### config.mk
export PLATFORM = sky130hd
export DESIGN_NAME = alu_share_arb_flat
export DESIGN_NICKNAME = d
export VERILOG_FILES = /design/src/rtl/alu_share_arb_pkg.sv /design/src/rtl/alu_share_arb_if.sv /design/src/rtl/alu_share_arb_rr_arb2.sv /design/src/rtl/alu_share_arb.sv /design/src/flat_wrapper.sv
export SDC_FILE = /design/constraint.sdc
export NUM_CORES = 1
export LEC_CHECK = 0
export CAP_MARGIN = 10
export CORE_MARGIN = 4
export CORE_UTILIZATION = 30
export CTS_CLUSTER_DIAMETER = 30
export CTS_CLUSTER_SIZE = 10
export DETAILED_ROUTE_END_ITERATION = 16
export DONT_BUFFER_PORTS = 1
export GPL_TIMING_DRIVEN = 0
export SYNTH_ARGS = -nofsm -noshare
export SYNTH_HDL_FRONTEND = slang
export SYNTH_SLANG_ARGS = --single-unit
### constraint.sdc
create_clock -name clk -period 7.4 [get_ports clk]
set_input_delay 2.22 -clock clk [delete_from_list [all_inputs] [get_ports clk]]
set_output_delay 2.22 -clock clk [all_outputs]
set_load 0.005 [all_outputs]
### src/rtl/alu_share_arb_pkg.sv
// Shared definitions for the two-requester ALU front end: widths, opcodes and
// the requester-id type used by the issue stage.
package wisc_pkg;

  localparam int DW  = 16;
  localparam int OPW = 4;

  localparam logic [OPW-1:0] OP_ADD = 4'b0000;
  localparam logic [OPW-1:0] OP_SUB = 4'b0001;
  localparam logic [OPW-1:0] OP_LLB = 4'b1010;
  localparam logic [OPW-1:0] OP_LHB = 4'b1011;

  typedef logic req_id_t;

  // One-hot grant to requester index; grant 2'b00 maps to requester 0.
  function automatic req_id_t onehot_id(input logic [1:0] oh);
    return oh[1];
  endfunction

endpackage

### src/rtl/alu_share_arb_if.sv
// Bundle of requester handshakes, result slots and shared-ALU drive signals.
// Handshake: a transfer happens at a rising edge where valid and ready are both high.
interface alu_share_arb_if #(
  parameter int DW  = wisc_pkg::DW,
  parameter int OPW = wisc_pkg::OPW
);

  logic           req0_valid;
  logic [OPW-1:0] req0_op;
  logic [DW-1:0]  req0_a;
  logic [DW-1:0]  req0_b;
  logic           req0_ready;

  logic           req1_valid;
  logic [OPW-1:0] req1_op;
  logic [DW-1:0]  req1_a;
  logic [DW-1:0]  req1_b;
  logic           req1_ready;

  logic [DW-1:0]  alu_in1;
  logic [DW-1:0]  alu_in2;
  logic [OPW-1:0] alu_opcode;
  logic           alu_inval;
  logic [DW-1:0]  alu_result;

  logic           rsp0_valid;
  logic [DW-1:0]  rsp0_data;
  logic           rsp0_ready;

  logic           rsp1_valid;
  logic [DW-1:0]  rsp1_data;
  logic           rsp1_ready;

  // Environment side: requesters, result consumers and the ALU itself.
  modport master (
    output req0_valid, req0_op, req0_a, req0_b,
    output req1_valid, req1_op, req1_a, req1_b,
    output rsp0_ready, rsp1_ready, alu_result,
    input  req0_ready, req1_ready,
    input  alu_in1, alu_in2, alu_opcode, alu_inval,
    input  rsp0_valid, rsp0_data, rsp1_valid, rsp1_data
  );

  modport slave (
    input  req0_valid, req0_op, req0_a, req0_b,
    input  req1_valid, req1_op, req1_a, req1_b,
    input  rsp0_ready, rsp1_ready, alu_result,
    output req0_ready, req1_ready,
    output alu_in1, alu_in2, alu_opcode, alu_inval,
    output rsp0_valid, rsp0_data, rsp1_valid, rsp1_data
  );

endinterface

### src/rtl/alu_share_arb_rr_arb2.sv
// Two-way round-robin picker; the priority bit moves only when a grant is taken.
module rr_arb2 (
  input  logic       clk,
  input  logic       rst,
  input  logic [1:0] req_i,
  input  logic       xfer_i,
  output logic [1:0] gnt_o
);

  // prio_q = 0 favours requester 0 on a tie, 1 favours requester 1.
  logic prio_q;
  logic prio_d;

  always_comb begin
    gnt_o  = 2'b00;
    prio_d = prio_q;
    case (req_i)
      2'b01:   gnt_o = 2'b01;
      2'b10:   gnt_o = 2'b10;
      2'b11:   gnt_o = prio_q ? 2'b10 : 2'b01;
      default: gnt_o = 2'b00;
    endcase
    if (xfer_i && (gnt_o != 2'b00)) begin
      prio_d = gnt_o[0];
    end
  end

  always_ff @(posedge clk or posedge rst) begin
    if (rst) begin
      prio_q <= 1'b0;
    end else begin
      prio_q <= prio_d;
    end
  end

endmodule

### src/rtl/alu_share_arb.sv
// Shares one combinational ALU between two requesters: a one-entry issue stage
// drives the ALU, and each requester owns a one-entry result slot.
module alu_share_arb
  import wisc_pkg::*;
#(
  parameter int DW         = wisc_pkg::DW,
  parameter int OPW        = wisc_pkg::OPW,
  parameter int FLAG_OWNER = 0
) (
  input  logic                 clk,
  input  logic                 rst,
  alu_share_arb_if.slave       bus
);

  localparam req_id_t OWNER_ID = req_id_t'(FLAG_OWNER);

  logic           s1_valid_q, s1_valid_d;
  req_id_t        s1_id_q,    s1_id_d;
  logic [OPW-1:0] s1_op_q,    s1_op_d;
  logic [DW-1:0]  s1_a_q,     s1_a_d;
  logic [DW-1:0]  s1_b_q,     s1_b_d;

  logic [1:0]     rsp_valid_q, rsp_valid_d;
  logic [DW-1:0]  rsp_data_q [2];
  logic [DW-1:0]  rsp_data_d [2];

  logic [1:0]     req_valid;
  logic [1:0]     rsp_ready;
  logic [1:0]     s1_holds;
  logic [1:0]     eligible;
  logic [1:0]     arb_req;
  logic [1:0]     gnt;
  logic           xfer;

  assign req_valid = {bus.req1_valid, bus.req0_valid};
  assign rsp_ready = {bus.rsp1_ready, bus.rsp0_ready};

  // s1_holds doubles as the slot-fill strobe: the op in S1 always lands next edge.
  assign s1_holds[0] = s1_valid_q && (s1_id_q == 1'b0);
  assign s1_holds[1] = s1_valid_q && (s1_id_q == 1'b1);

  // A requester may issue only if its slot is free by the time its op reaches it.
  assign eligible = ~s1_holds & (~rsp_valid_q | rsp_ready);
  assign arb_req  = req_valid & eligible & {2{~rst}};
  assign xfer     = |gnt;

  rr_arb2 u_rr_arb2 (
    .clk    (clk),
    .rst    (rst),
    .req_i  (arb_req),
    .xfer_i (xfer),
    .gnt_o  (gnt)
  );

  always_comb begin
    s1_valid_d = xfer;
    s1_id_d    = s1_id_q;
    s1_op_d    = s1_op_q;
    s1_a_d     = s1_a_q;
    s1_b_d     = s1_b_q;
    if (xfer) begin
      s1_id_d = onehot_id(gnt);
      if (gnt[1]) begin
        s1_op_d = bus.req1_op;
        s1_a_d  = bus.req1_a;
        s1_b_d  = bus.req1_b;
      end else begin
        s1_op_d = bus.req0_op;
        s1_a_d  = bus.req0_a;
        s1_b_d  = bus.req0_b;
      end
    end
  end

  always_comb begin
    for (int k = 0; k < 2; k++) begin
      rsp_valid_d[k] = s1_holds[k] | (rsp_valid_q[k] & ~rsp_ready[k]);
      rsp_data_d[k]  = s1_holds[k] ? bus.alu_result : rsp_data_q[k];
    end
  end

  always_ff @(posedge clk or posedge rst) begin
    if (rst) begin
      s1_valid_q <= 1'b0;
      s1_id_q    <= 1'b0;
      s1_op_q    <= '0;
      s1_a_q     <= '0;
      s1_b_q     <= '0;
    end else begin
      s1_valid_q <= s1_valid_d;
      s1_id_q    <= s1_id_d;
      s1_op_q    <= s1_op_d;
      s1_a_q     <= s1_a_d;
      s1_b_q     <= s1_b_d;
    end
  end

  always_ff @(posedge clk or posedge rst) begin
    if (rst) begin
      rsp_valid_q   <= 2'b00;
      rsp_data_q[0] <= '0;
      rsp_data_q[1] <= '0;
    end else begin
      rsp_valid_q   <= rsp_valid_d;
      rsp_data_q[0] <= rsp_data_d[0];
      rsp_data_q[1] <= rsp_data_d[1];
    end
  end

  // ALU operands keep their last values while S1 is empty; only inval qualifies them.
  assign bus.alu_in1    = s1_a_q;
  assign bus.alu_in2    = s1_b_q;
  assign bus.alu_opcode = s1_op_q;
  assign bus.alu_inval  = s1_valid_q && (s1_id_q == OWNER_ID);

  assign bus.req0_ready = gnt[0];
  assign bus.req1_ready = gnt[1];

  assign bus.rsp0_valid = rsp_valid_q[0];
  assign bus.rsp0_data  = rsp_data_q[0];
  assign bus.rsp1_valid = rsp_valid_q[1];
  assign bus.rsp1_data  = rsp_data_q[1];

  a_one_ready: assert property (@(posedge clk) disable iff (rst)
    !(bus.req0_ready && bus.req1_ready));

  a_no_slot_overwrite: assert property (@(posedge clk) disable iff (rst)
    (s1_holds & rsp_valid_q & ~rsp_ready) == 2'b00);

endmodule

### src/flat_wrapper.sv
// flat-port wrapper written by rule: the top's interface ports become plain ports
module alu_share_arb_flat import wisc_pkg::*;
#(
  parameter int DW         = wisc_pkg::DW,
  parameter int OPW        = wisc_pkg::OPW,
  parameter int FLAG_OWNER = 0
)
  (clk, rst, bus_req0_valid, bus_req0_op, bus_req0_a, bus_req0_b, bus_req1_valid, bus_req1_op, bus_req1_a, bus_req1_b, bus_rsp0_ready, bus_rsp1_ready, bus_alu_result, bus_req0_ready, bus_req1_ready, bus_alu_in1, bus_alu_in2, bus_alu_opcode, bus_alu_inval, bus_rsp0_valid, bus_rsp0_data, bus_rsp1_valid, bus_rsp1_data);
  alu_share_arb_if #(.DW(DW), .OPW(OPW)) bus_i ();
  input  logic clk;
  input  logic rst;
  input wire logic [$bits(bus_i.req0_valid)-1:0] bus_req0_valid;
  input wire logic [$bits(bus_i.req0_op)-1:0] bus_req0_op;
  input wire logic [$bits(bus_i.req0_a)-1:0] bus_req0_a;
  input wire logic [$bits(bus_i.req0_b)-1:0] bus_req0_b;
  input wire logic [$bits(bus_i.req1_valid)-1:0] bus_req1_valid;
  input wire logic [$bits(bus_i.req1_op)-1:0] bus_req1_op;
  input wire logic [$bits(bus_i.req1_a)-1:0] bus_req1_a;
  input wire logic [$bits(bus_i.req1_b)-1:0] bus_req1_b;
  input wire logic [$bits(bus_i.rsp0_ready)-1:0] bus_rsp0_ready;
  input wire logic [$bits(bus_i.rsp1_ready)-1:0] bus_rsp1_ready;
  input wire logic [$bits(bus_i.alu_result)-1:0] bus_alu_result;
  output wire logic [$bits(bus_i.req0_ready)-1:0] bus_req0_ready;
  output wire logic [$bits(bus_i.req1_ready)-1:0] bus_req1_ready;
  output wire logic [$bits(bus_i.alu_in1)-1:0] bus_alu_in1;
  output wire logic [$bits(bus_i.alu_in2)-1:0] bus_alu_in2;
  output wire logic [$bits(bus_i.alu_opcode)-1:0] bus_alu_opcode;
  output wire logic [$bits(bus_i.alu_inval)-1:0] bus_alu_inval;
  output wire logic [$bits(bus_i.rsp0_valid)-1:0] bus_rsp0_valid;
  output wire logic [$bits(bus_i.rsp0_data)-1:0] bus_rsp0_data;
  output wire logic [$bits(bus_i.rsp1_valid)-1:0] bus_rsp1_valid;
  output wire logic [$bits(bus_i.rsp1_data)-1:0] bus_rsp1_data;
  assign bus_i.req0_valid = bus_req0_valid;
  assign bus_i.req0_op = bus_req0_op;
  assign bus_i.req0_a = bus_req0_a;
  assign bus_i.req0_b = bus_req0_b;
  assign bus_i.req1_valid = bus_req1_valid;
  assign bus_i.req1_op = bus_req1_op;
  assign bus_i.req1_a = bus_req1_a;
  assign bus_i.req1_b = bus_req1_b;
  assign bus_i.rsp0_ready = bus_rsp0_ready;
  assign bus_i.rsp1_ready = bus_rsp1_ready;
  assign bus_i.alu_result = bus_alu_result;
  assign bus_req0_ready = bus_i.req0_ready;
  assign bus_req1_ready = bus_i.req1_ready;
  assign bus_alu_in1 = bus_i.alu_in1;
  assign bus_alu_in2 = bus_i.alu_in2;
  assign bus_alu_opcode = bus_i.alu_opcode;
  assign bus_alu_inval = bus_i.alu_inval;
  assign bus_rsp0_valid = bus_i.rsp0_valid;
  assign bus_rsp0_data = bus_i.rsp0_data;
  assign bus_rsp1_valid = bus_i.rsp1_valid;
  assign bus_rsp1_data = bus_i.rsp1_data;
  alu_share_arb #(.DW(DW), .OPW(OPW), .FLAG_OWNER(FLAG_OWNER)) u_core (.clk(clk), .rst(rst), .bus(bus_i));
endmodule
Word-level counts from Yosys, hierarchy flattened
Index checks and enable logic that the tools add are counted.

storage, ports and cells
  register bits = 73
  input bits = 94
  logic and storage cells = 36
  output and inout bits = 73

operators by class
  eq/ne operators = 3
  reductions and logical operators = 5
  bitwise gates (word level) = 14
  multiplexer cells = 5

operators with widths
  cell                                                 number
  two-way mux 16 bit                                   2
  AND 2 bit                                            3
  one-hot mux 2 bit (3 select lines)                   1
  equality test 2 bit, second input constant           2
  two-way mux 4 bit                                    1
  NOT 1 bit                                            4
  NOT 2 bit                                            2
  logical AND 1 bit                                    3
  AND 1 bit                                            2
  equality test 2 x 1 -> 1 bit, second input constant  1
  two-way mux 2 bit                                    1
  bitwise OR 1 bit                                     2
  bitwise OR 2 bit                                     1
  nonzero test 2 bit                                   1
  OR reduction 2 bit                                   1

Longest topological paths before layout
Gate-level depths: netlist (run 1).

  depth after elaboration = 10
  mapped depth = 6
  gate-level depth less buffers = 4

Modules after synthesis
From an unflattened synthesis (run 1), not the netlist that was laid out.

unflattened totals
  cell total of the unflattened synthesis = 247
  area total of the unflattened synthesis = 3161.8 µm²

by module, submodules not included
  module         sequential area each (µm²)  area an instance (µm²)  times used  cells an instance
  alu_share_arb  1801.7                      3103.0                  1           240
  rr_arb2        25.0                        58.8                    1           7

Worst setup path before layout (run 1)
No wires, ideal clock.

  path type = in2out
  from = input port rst
  to = output port bus_req1_ready
  stages = 5
  buffers on the path = 2
  slack = 0.449 ns
  required time = 5.180 ns
  arrival time = 4.731 ns
  cells stage by stage = inv_1 > o2111a_1 > buf_2 > buf_2 > and2_1

between the ends
  cells in the longest elaborated chain, start to end = 4
  elaborated cells on any way between the ends = 6
  classes of those cells = 3 x eq/ne; 1 x mux; 2 x bitwise

RTL lines
  item                                                                 line                         RTL
  start, declared                                                      flat_wrapper.sv:11           input logic rst;
  NOT 1 bit *                                                          alu_share_arb.sv:44          assign arb_req = req_valid & eligible & {2{~rst}};
  AND 2 bit *                                                          alu_share_arb.sv:44
  equality test 2 bit or equality test 2 x 1 -> 1 bit (tied branches)  alu_share_arb_rr_arb2.sv:17  case (req_i)
  one-hot mux 2 bit (3 select lines) *                                 alu_share_arb_rr_arb2.sv:17
  end, declared                                                        flat_wrapper.sv:24           output wire logic [$bits(bus_i.req1_ready)-1:0] bus_req1_ready;

Mark *: on every way between the ends. The rest lies on a longest branch, timed or not.

Worst setup path after layout (run 1)
Same ends and word-level chain as after synthesis.

==> results.py, run 1 <==
metrics = {
    "grt": {
        "antenna_found_initial": 1,
        "overflow": 0,
        "grt_pass1_wl_um": 12400,
        "grt_start_max_net_pins": 47,
        "grtUsageTotal_pct": 13.7,
        "grt_pass1_vias": 2214,
    },
    "clocking": {
        "tritoncts": "yes",
        "htreeDepth": 3,
        "ctsRootBufferMaster": "clkbuf_8",
        "clk_path_buf_depth": 2,
        "ctsResizeCount": 0,
        "holdBufCountCts": 0,
        "post_cts_buffers": 0,
        "cts_sinks": 73,
        "cts_buffers": 9,
        "clkTransAtPathRegs_ps": 80,
        "clk_latency_ps": 340,
    },
    "layout": {
        "final-seq-area_um2": 1830,
        "nFillCells": 958,
        "multi_input_area_um2": 1150,
        "fin_util_pct": 35.4,
        "nets": 352,
        "drive_gt1_share_pct": 20.6,
        "synthToLayoutAreaGrowth_pct": 13.5,
    },
    "synthesis": {
        "synthFlopType": "dfrtp_1",
        "ys_async_sr_fraction_pct": 100,
        "synth_area_um2": 3090,
        "synth.avg_cell_area_um2": 12.6,
        "synth_nets": 340,
        "synth-seq-cells": 73,
        "synthMostInstantiatedCell": "dfrtp_1",
        "synth_common_cells": "dfrtp_1 (73), nand2_1 (50), nand3b_1 (36)",
        "ys_top_cells_by_area": "dfrtp_1 (59%), o221a_1 (11%), nand3b_1 (8.7%)",
        "synth_top_area_share_pct": 59.0,
        "ys_warn_count": 0,
        "synth_seq_area_share_pct": 59.0,
        "synth_edf_count": 0,
        "yosys.area.top_type": "dfrtp_1",
        "synthDistinctLibCells": 23,
        "netlist_instances": 246,
    },
    "min_path": {
        "holdCritStartpoint": "u_core.u_rr_arb2.prio_q",
        "min_path_type": "register to register",
    },
    "critical_path": {
        "cp.required_ps": 5180,
        "crit_path_cell_trace": "inv_4 > buf_16 > o2111a_1 > buf_2 > buf_2 > and2_1",
        "worstSetupStartpoint": "rst",
        "critPathMostFrequentCell": "buf_2",
        "arrival_ps": 3810,
        "slowest_stage": "inv_4",
        "crit_fanout": 46,
        "r2r-start": "u_core.s1_id_q",
        "start_kind": "input pin",
        "endpoint_kind": "output port",
        "worstSetupPathType": "input pin to output port",
        "max_stage_delay_ps": 300,
    },
    "route": {
        "initialDrtViolationCount": 96,
        "routed_via_density": 5.24,
        "dr.pass1.iters": 4,
        "wl_per_cell_um": 20.9,
        "dr_total_vias": 2077,
        "wl_um": 8290,
        "ant_nets": 0,
        "drc": 0,
    },
    "timing": {
        "skew_ps": 11.0,
        "hold_viol": 0,
        "setup_viol": 0,
        "fmaxAchievable_mhz": 166,
        "finalCritPeriodShare_pct": 81.5,
        "maxSlewViolCount": 0,
        "fin_ws_ps": 1370,
        "rsz0062_at_grt": "no",
        "min_period_ps": 6030,
        "worstMarginPinSlew_ps": 608,
        "tns_ps": 0,
        "timing.hold.ws_ps": 508,
        "slew_headroom_pct": 59.5,
    },
    "floorplanning": {
        "coreArea_um2": 9910,
        "die_h_um": 110,
        "row_count": 36,
        "io-pin-count": 167,
        "die_w_um": 110,
        "dieArea_um2": 12000,
        "start_util_pct": 31.2,
    },
    "run": {
        "drv_cap": 0,
    },
    "placed_design": {
        "place.detailed.hpwl_um": 6290,
        "place.gp.congestion": 0.667,
        "place_ws_ps": 1280,
        "numPortBuffers": 0,
    },
    "pwr": {
        "p_leak_uw": 0.00142,
        "ir_drop_mv": 0.0962,
        "power_uw": 1390,
        "power_density_nw_per_um2": 396,
    },
    "run_status": {
        "run_status": "finished clean",
    },
}
flip-flops by register name, indices dropped and copies added (netlist names):
register and count:
u_core.s1_valid_q 1, u_core.rsp_valid_q 2, u_core.bus.alu_in1 16, u_core.s1_id_q 1, u_core.bus.rsp1_data 16, u_core.bus.rsp0_data 16
u_core.bus.alu_opcode 4, u_core.bus.alu_in2 16, u_core.u_rr_arb2.prio_q 1
logic make-up after synthesis:
logic type | Yosys count | share of synthesized area [%]
AOI/OAI and AO/OA | 41 | 14.5
buffers and inverters | 22 | 3.68
DFF | 73 | 59.0
muxes | 17 | 6.15
and+or+nand+nor | 93 | 16.6
power breakdown:
part           internal [uW]  switching, uW
combinational            166            152
clock                    197            149
sequential               578            149
total                    940            450
per-stage QoR:
step / std cells / area (um^2)
floorplan: 246 / 3090
global placement: 379 / 3260
detailed placement: 380 / 3290
CTS: 395 / 3510
global route: 396 / 3510
finish: 396 / 3510
metal layers:
layer	share of wire (%)	vias up	track usage (%)
met5	0	-	0
met4	1.1	0	4.81
li1	-	932	-
met1	40	1022	16.7
met3	13	8	6.46
met2	46	115	21.4
worst max-delay path, delay by kind of cell:
kind                   cells  cell delay [ps]
AND/OR/NAND/NOR            1              170
AO/OA/AOI/OAI              1              280
buffers and inverters      4             1110
layout by cell type (no fill, tap or decap), drive strengths merged:
cell	synthesis	routed
dfrtp	73	73
nand2	51	51
nand3b	36	36
o221a	36	36
mux2	16	16
buf	14	15
clkbuf	4	14
inv	3	3
o21ai	2	2
nand2b	2	2
bufinv	0	2
clkinvlp	0	2
nand4	2	2
clkinv	1	2
diode	0	1
o2111a	1	1
a21o	1	1
nor2	1	1
and2	1	1
o21a	1	1
mux2i	1	1
layout make-up:
type	count	share of cell area (%)
diodes	1	0.0713
plain buffers	18	2.82
clock buffers	10	3.92
clock inverters	5	2.28
inverters	4	0.499
multi-input cells	151	32.9
flip-flops and latches	73	52.0
well taps	133	4.74
repair buffers	1	0.784
worst paths after layout:
check,slack [ps],cells after the start,endpoint
hold / removal,510,1,u_core.u_rr_arb2.prio_q
setup / recovery,1370,6,bus_req1_ready
max in group asynchronous,5080,2,u_core.bus.alu_in2[6]
hold reg to reg,510,1,u_core.u_rr_arb2.prio_q
setup reg to reg,5560,5,u_core.bus.alu_in1[14]
min in group asynchronous,1750,1,u_core.bus.rsp0_data[13]
Note: power is estimated with default switching activity, not from simulation.
==> run 2, diff against run 1 <==
==> constraint.sdc (replaced) <==
create_clock -name clk -period 5.3 [get_ports clk]
set_input_delay 1.59 -clock clk [delete_from_list [all_inputs] [get_ports clk]]
set_output_delay 1.59 -clock clk [all_outputs]
set_load 0.005 [all_outputs]
==> run 2 against run 1 <==
  * Worst setup slack got worse by 890 ps
  * Clock power increased by 16%
  * Utilization decreased by 0.44 points
  * Sequential share of layout area increased by 0.66 points
  * Clock skew increased by 1.4 ps
  * Cell count increased by 0.25%
  * Non-clock buffer count unchanged
  * Die area unchanged
  * Register-to-register slack got worse by 2100 ps
  * Routed wire length decreased by 0.12%
  * Largest cell class unchanged
==> results.py, run 2 (same netlist as run 1, synthesis figures left out) <==
metrics = {
    "critical_path": {
        "worstSetupPathType": "input pin to output port",
        "cp.required_ps": 3710,
        "arrival_ps": 3220,
        "crit_fanout": 36,
        "start_kind": "input pin",
        "endpoint_kind": "output port",
    },
    "placed_design": {
        "place.detailed.hpwl_um": 6330,
        "dp.cells": 380,
        "place.gp.congestion": 0.653,
        "place_ws_ps": 385,
        "numPortBuffers": 0,
    },
    "layout": {
        "fin_cells": 397,
        "layout_common_cells": "dfrtp_1 (73), nand2_1 (50), nand3b_1 (36)",
        "final_common_cell": "dfrtp_1",
        "nets": 352,
        "fin_util_pct": 35.0,
        "synthToLayoutAreaGrowth_pct": 12.1,
        "drive_gt1_share_pct": 20.9,
    },
    "timing": {
        "fin_ws_ps": 486,
        "finalCritPeriodShare_pct": 90.8,
        "timing.hold.ws_ps": 503,
        "skew_ps": 12.4,
        "maxSlewViolCount": 0,
        "setup_viol": 0,
        "rsz0062_at_grt": "no",
        "worstMarginPinSlew_ps": 775,
        "min_period_ps": 4810,
        "fmaxAchievable_mhz": 208,
        "slew_headroom_pct": 48.2,
        "hold_viol": 0,
    },
    "clocking": {
        "ctsRootBufferMaster": "clkbuf_8",
        "ctsResizeCount": 0,
        "clkTransAtPathRegs_ps": 70,
        "htreeDepth": 3,
        "tritoncts": "yes",
        "clk_path_buf_depth": 2,
        "post_cts_buffers": 0,
        "holdBufCountCts": 0,
        "cts_buffers": 9,
        "clk_latency_ps": 340,
        "cts_sinks": 73,
    },
    "route": {
        "initialDrtViolationCount": 109,
        "drc": 0,
        "ant_nets": 0,
        "wl_um": 8280,
        "routed_via_density": 5.24,
        "wl_per_cell_um": 20.9,
        "dr.pass1.iters": 4,
        "dr_total_vias": 2079,
    },
    "grt": {
        "grt_pass1_vias": 2248,
        "grt_pass1_wl_um": 12200,
        "overflow": 0,
        "grtUsageTotal_pct": 13.6,
        "antenna_found_initial": 2,
        "grt_start_max_net_pins": 42,
    },
    "pwr": {
        "power_uw": 1860,
        "ir_drop_mv": 0.151,
        "cellInternalPower_uw": 1220,
        "power_density_nw_per_um2": 536,
        "p_leak_uw": 0.00139,
        "switchingPower_uw": 636,
        "pwr-share-comb_pct": 23.8,
        "swShare_pct": 34.3,
        "clkPwrFrac_pct": 21.5,
        "seqPwrFrac_pct": 54.8,
    },
    "floorplanning": {
        "io-pin-count": 167,
        "coreArea_um2": 9910,
        "die_w_um": 110,
        "die_h_um": 110,
        "dieArea_um2": 12000,
        "row_count": 36,
        "start_util_pct": 31.2,
    },
    "run_status": {
        "run_status": "finished clean",
    },
    "min_path": {
        "min_path_type": "register to register",
    },
    "run": {
        "drv_cap": 0,
    },
}
## run 2: changes by cell type in the layout (fill, tap and decap cells not counted)
| cell | before | now |
|---|---|---|
| bufinv_16 | 2 | 0 |
| buf_12 | 0 | 1 |
| buf_16 | 1 | 0 |
| clkinv_2 | 1 | 2 |
| clkinv_4 | 0 | 1 |
| clkinvlp_4 | 2 | 3 |
| inv_4 | 1 | 0 |
| inv_6 | 0 | 1 |
## run 2: through the flow
stage / TNS, ps / instance area (um^2)
2_1_floorplan: 0 / 3100
3_3_place_gp: -776 / 3260
3_5_place_dp: 0 / 3280
4_1_cts: 0 / 3460
5_1_grt: 0 / 3460
6_report: 0 / 3470
## run 2: layout make-up
type                       instances  area [um^2]
antenna                            1         2.50
buffer                            18         98.8
clock buffer                      10          138
clock inverter                     6         42.5
fill                             966         6440
inverter                           4         18.8
multi-input combinational        151         1150
sequential                        73         1830
tap                              133          166
timing repair buffer               1         20.0
## run 2: critical path, cell delays in order
cell,delay (ps)
clkinvlp_4,590
o2111a_1,430
buf_2,230
buf_2,210
and2_1,170
## run 2: final timing paths
kind,startpoint,to,slack (ps),cells past startpoint
max,rst,bus_req1_ready,490,5
min,u_core.u_rr_arb2.prio_q,u_core.u_rr_arb2.prio_q,500,1
max reg2reg,u_core.s1_id_q,u_core.bus.alu_in2[7],3470,5
min reg2reg,u_core.u_rr_arb2.prio_q,u_core.u_rr_arb2.prio_q,500,1
max in group asynchronous,rst,u_core.bus.alu_in2[7],3410,2
min in group asynchronous,rst,u_core.rsp_valid_q[1],1240,1
## run 2: power by group through the flow
| stage | clock network [uW] | registers [uW] | logic, uW |
|---|---|---|---|
| 2_1_floorplan | 0 | 960 | 368 |
| 3_3_place_gp | 0 | 1030 | 430 |
| 3_5_place_dp | 0 | 1030 | 454 |
| 4_1_cts | 419 | 1020 | 451 |
| 5_1_grt | 444 | 1050 | 495 |
| 6_report | 399 | 1020 | 441 |
## run 2: layer usage
layer / track usage, % / part of all wire [%] / vias up
met5: 0 / 0.29 / -
met4: 4.01 / 0.87 / 4
met3: 7.63 / 13 / 13
met2: 22.0 / 47 / 125
met1: 15.5 / 38 / 1007
li1: - / - / 930
==> run 3, diff against run 2 <==
--- a/config.mk
+++ b/config.mk
@@ -7,12 +7,13 @@
 export LEC_CHECK = 0
 export CAP_MARGIN = 10
 export CORE_MARGIN = 4
-export CORE_UTILIZATION = 30
+export CORE_UTILIZATION = 56
 export CTS_CLUSTER_DIAMETER = 30
 export CTS_CLUSTER_SIZE = 10
 export DETAILED_ROUTE_END_ITERATION = 16
 export DONT_BUFFER_PORTS = 1
 export GPL_TIMING_DRIVEN = 0
+export PLACE_DENSITY = 0.83
 export SYNTH_ARGS = -nofsm -noshare
 export SYNTH_HDL_FRONTEND = slang
 export SYNTH_SLANG_ARGS = --single-unit
==> run 3 against run 2 <==
  * Worst setup slack worse by 150 ps
  * Utilization rose by 30 points
  * Flip-flop and latch count unchanged
  * Worst hold slack about the same
  * Power rose by 2.5%
  * Die area down 44%
  * Non-clock buffer count unchanged
==> results.py, run 3 (same netlist as run 1, synthesis figures left out) <==
metrics = {
    "layout": {
        "drive_gt1_share_pct": 20.9,
        "fin_util_pct": 65.3,
        "final_common_cell": "dfrtp_1",
        "layout_common_cells": "dfrtp_1 (73), nand2_1 (50), nand3b_1 (36)",
        "synthToLayoutAreaGrowth_pct": 10.6,
        "antennaDiodeCount": 0,
        "nets": 352,
    },
    "min_path": {
        "min_path_type": "register to register",
    },
    "route": {
        "ant_nets": 0,
        "routed_via_density": 6.19,
        "top_layer": "met4",
        "dr.pass1.iters": 4,
        "wl_met3_um": 875,
        "wl_per_cell_um": 21.8,
        "drt-met1-wl_um": 2700,
        "drc": 0,
        "wl_met2_um": 3590,
        "dr_total_vias": 2060,
        "wl_um": 7270,
        "initialDrtViolationCount": 79,
    },
    "critical_path": {
        "endpoint": "bus_req1_ready",
        "arrival_ps": 3370,
        "cp.required_ps": 3710,
        "start_kind": "input pin",
        "reg2reg_depth": 6,
        "r2r-start": "u_core.s1_id_q",
        "worstSetupStartpoint": "rst",
        "crit_fanout": 42,
        "worstSetupPathType": "input pin to output port",
        "endpoint_kind": "output port",
        "r2r_end": "u_core.bus.alu_in1[4]",
        "rrSetupSlack_ps": 3550,
    },
    "grt": {
        "grt_start_max_net_pins": 43,
        "grt_pass1_vias": 2068,
        "antenna_found_initial": 0,
        "overflow": 0,
        "grt_pass1_wl_um": 10900,
        "grtUsageTotal_pct": 21.9,
    },
    "timing": {
        "worstMarginPinSlew_ps": 746,
        "finalCritPeriodShare_pct": 93.7,
        "skew_ps": 5.77,
        "fmaxAchievable_mhz": 201,
        "min_period_ps": 4960,
        "setup_viol": 0,
        "hold_viol": 0,
        "maxSlewViolCount": 0,
        "slew_headroom_pct": 50.2,
        "fin_ws_ps": 335,
        "rsz0062_at_grt": "no",
    },
    "floorplanning": {
        "dieArea_um2": 6780,
        "start_util_pct": 59.1,
        "io-pin-count": 167,
        "row_count": 26,
        "coreArea_um2": 5240,
        "die_w_um": 82.3,
        "die_h_um": 82.3,
    },
    "run_status": {
        "run_status": "finished clean",
    },
    "placed_design": {
        "place.gp.congestion": 0.799,
        "numPortBuffers": 0,
        "place_ws_ps": 228,
        "place.detailed.hpwl_um": 5540,
    },
    "clocking": {
        "htreeDepth": 3,
        "tritoncts": "yes",
        "cts_buffers": 9,
        "holdBufCountCts": 0,
        "post_cts_buffers": 0,
        "cts_sinks": 73,
        "ctsResizeCount": 0,
        "ctsRootBufferMaster": "clkbuf_8",
        "clkTransAtPathRegs_ps": 70,
        "clk_latency_ps": 320,
        "clk_path_buf_depth": 2,
    },
    "run": {
        "drv_cap": 0,
    },
    "pwr": {
        "p_leak_uw": 0.00141,
        "ir_drop_mv": 0.270,
        "power_density_nw_per_um2": 556,
    },
}
-- run 3: changes by cell type in the layout (fill, tap and decap cells not counted) --
cell       previous run  this run
bufinv_16             0         1
clkbuf_8             10        12
clkinv_2              2         1
clkinv_4              1         0
diode_2               1         0
inv_6                 1         0
-- run 3: critical path, cell delays in order --
cell and delay (ps):
clkinvlp_4 570, buf_12 450, o2111a_1 180, buf_2 210, buf_2 200, and2_1 160
-- run 3: worst min-delay path by stage --
stage,cells past startpoint,slack [ps],from,endpoint
5_1_grt,1,530,u_core.u_rr_arb2.prio_q,u_core.u_rr_arb2.prio_q
6_report,1,500,u_core.u_rr_arb2.prio_q,u_core.u_rr_arb2.prio_q
3_3_place_gp,1,480,u_core.u_rr_arb2.prio_q,u_core.u_rr_arb2.prio_q
3_5_place_dp,1,500,u_core.u_rr_arb2.prio_q,u_core.u_rr_arb2.prio_q
2_1_floorplan,2,470,u_core.bus.rsp0_data[0],u_core.bus.rsp0_data[0]
4_1_cts,1,510,u_core.u_rr_arb2.prio_q,u_core.u_rr_arb2.prio_q
-- run 3: final cells by class --
| type | count | area [um^2] |
|---|---|---|
| clock inverters | 4 | 50.0 |
| inverters | 4 | 18.8 |
| flip-flops and latches | 73 | 1830 |
| multi-input cells | 151 | 1150 |
| plain buffers | 18 | 98.8 |
| fillers | 418 | 1820 |
| clock buffers | 12 | 165 |
| well taps | 70 | 87.6 |
| repair buffers | 1 | 20.0 |
-- run 3: report_power, final --
part           switching (uW)  total (uW)  internal, uW  leakage [uW]
Combinational             205         436           231      0.000466
Sequential                210        1020           807      0.000838
Clock                     195         451           255      0.000105
-- run 3: per-stage QoR --
stage	cells	TNS, ps	hold slack (ps)	total power (uW)	cell area (um^2)
after detailed placement	317	0	497	1480	3210
after floorplan	246	0	470	1330	3100
after global placement	316	-459	484	1440	3190
after CTS	333	0	506	1930	3420
final	333	0	503	1900	3420
after global routing	333	0	532	2040	3420
-- run 3: metal layers --
metal / vias to the layer above / track usage (%)
met4: 0 / 8.64
met3: 10 / 9.11
met5: - / 0
met1: 1007 / 25.7
met2: 116 / 35.7
li1: 927 / -
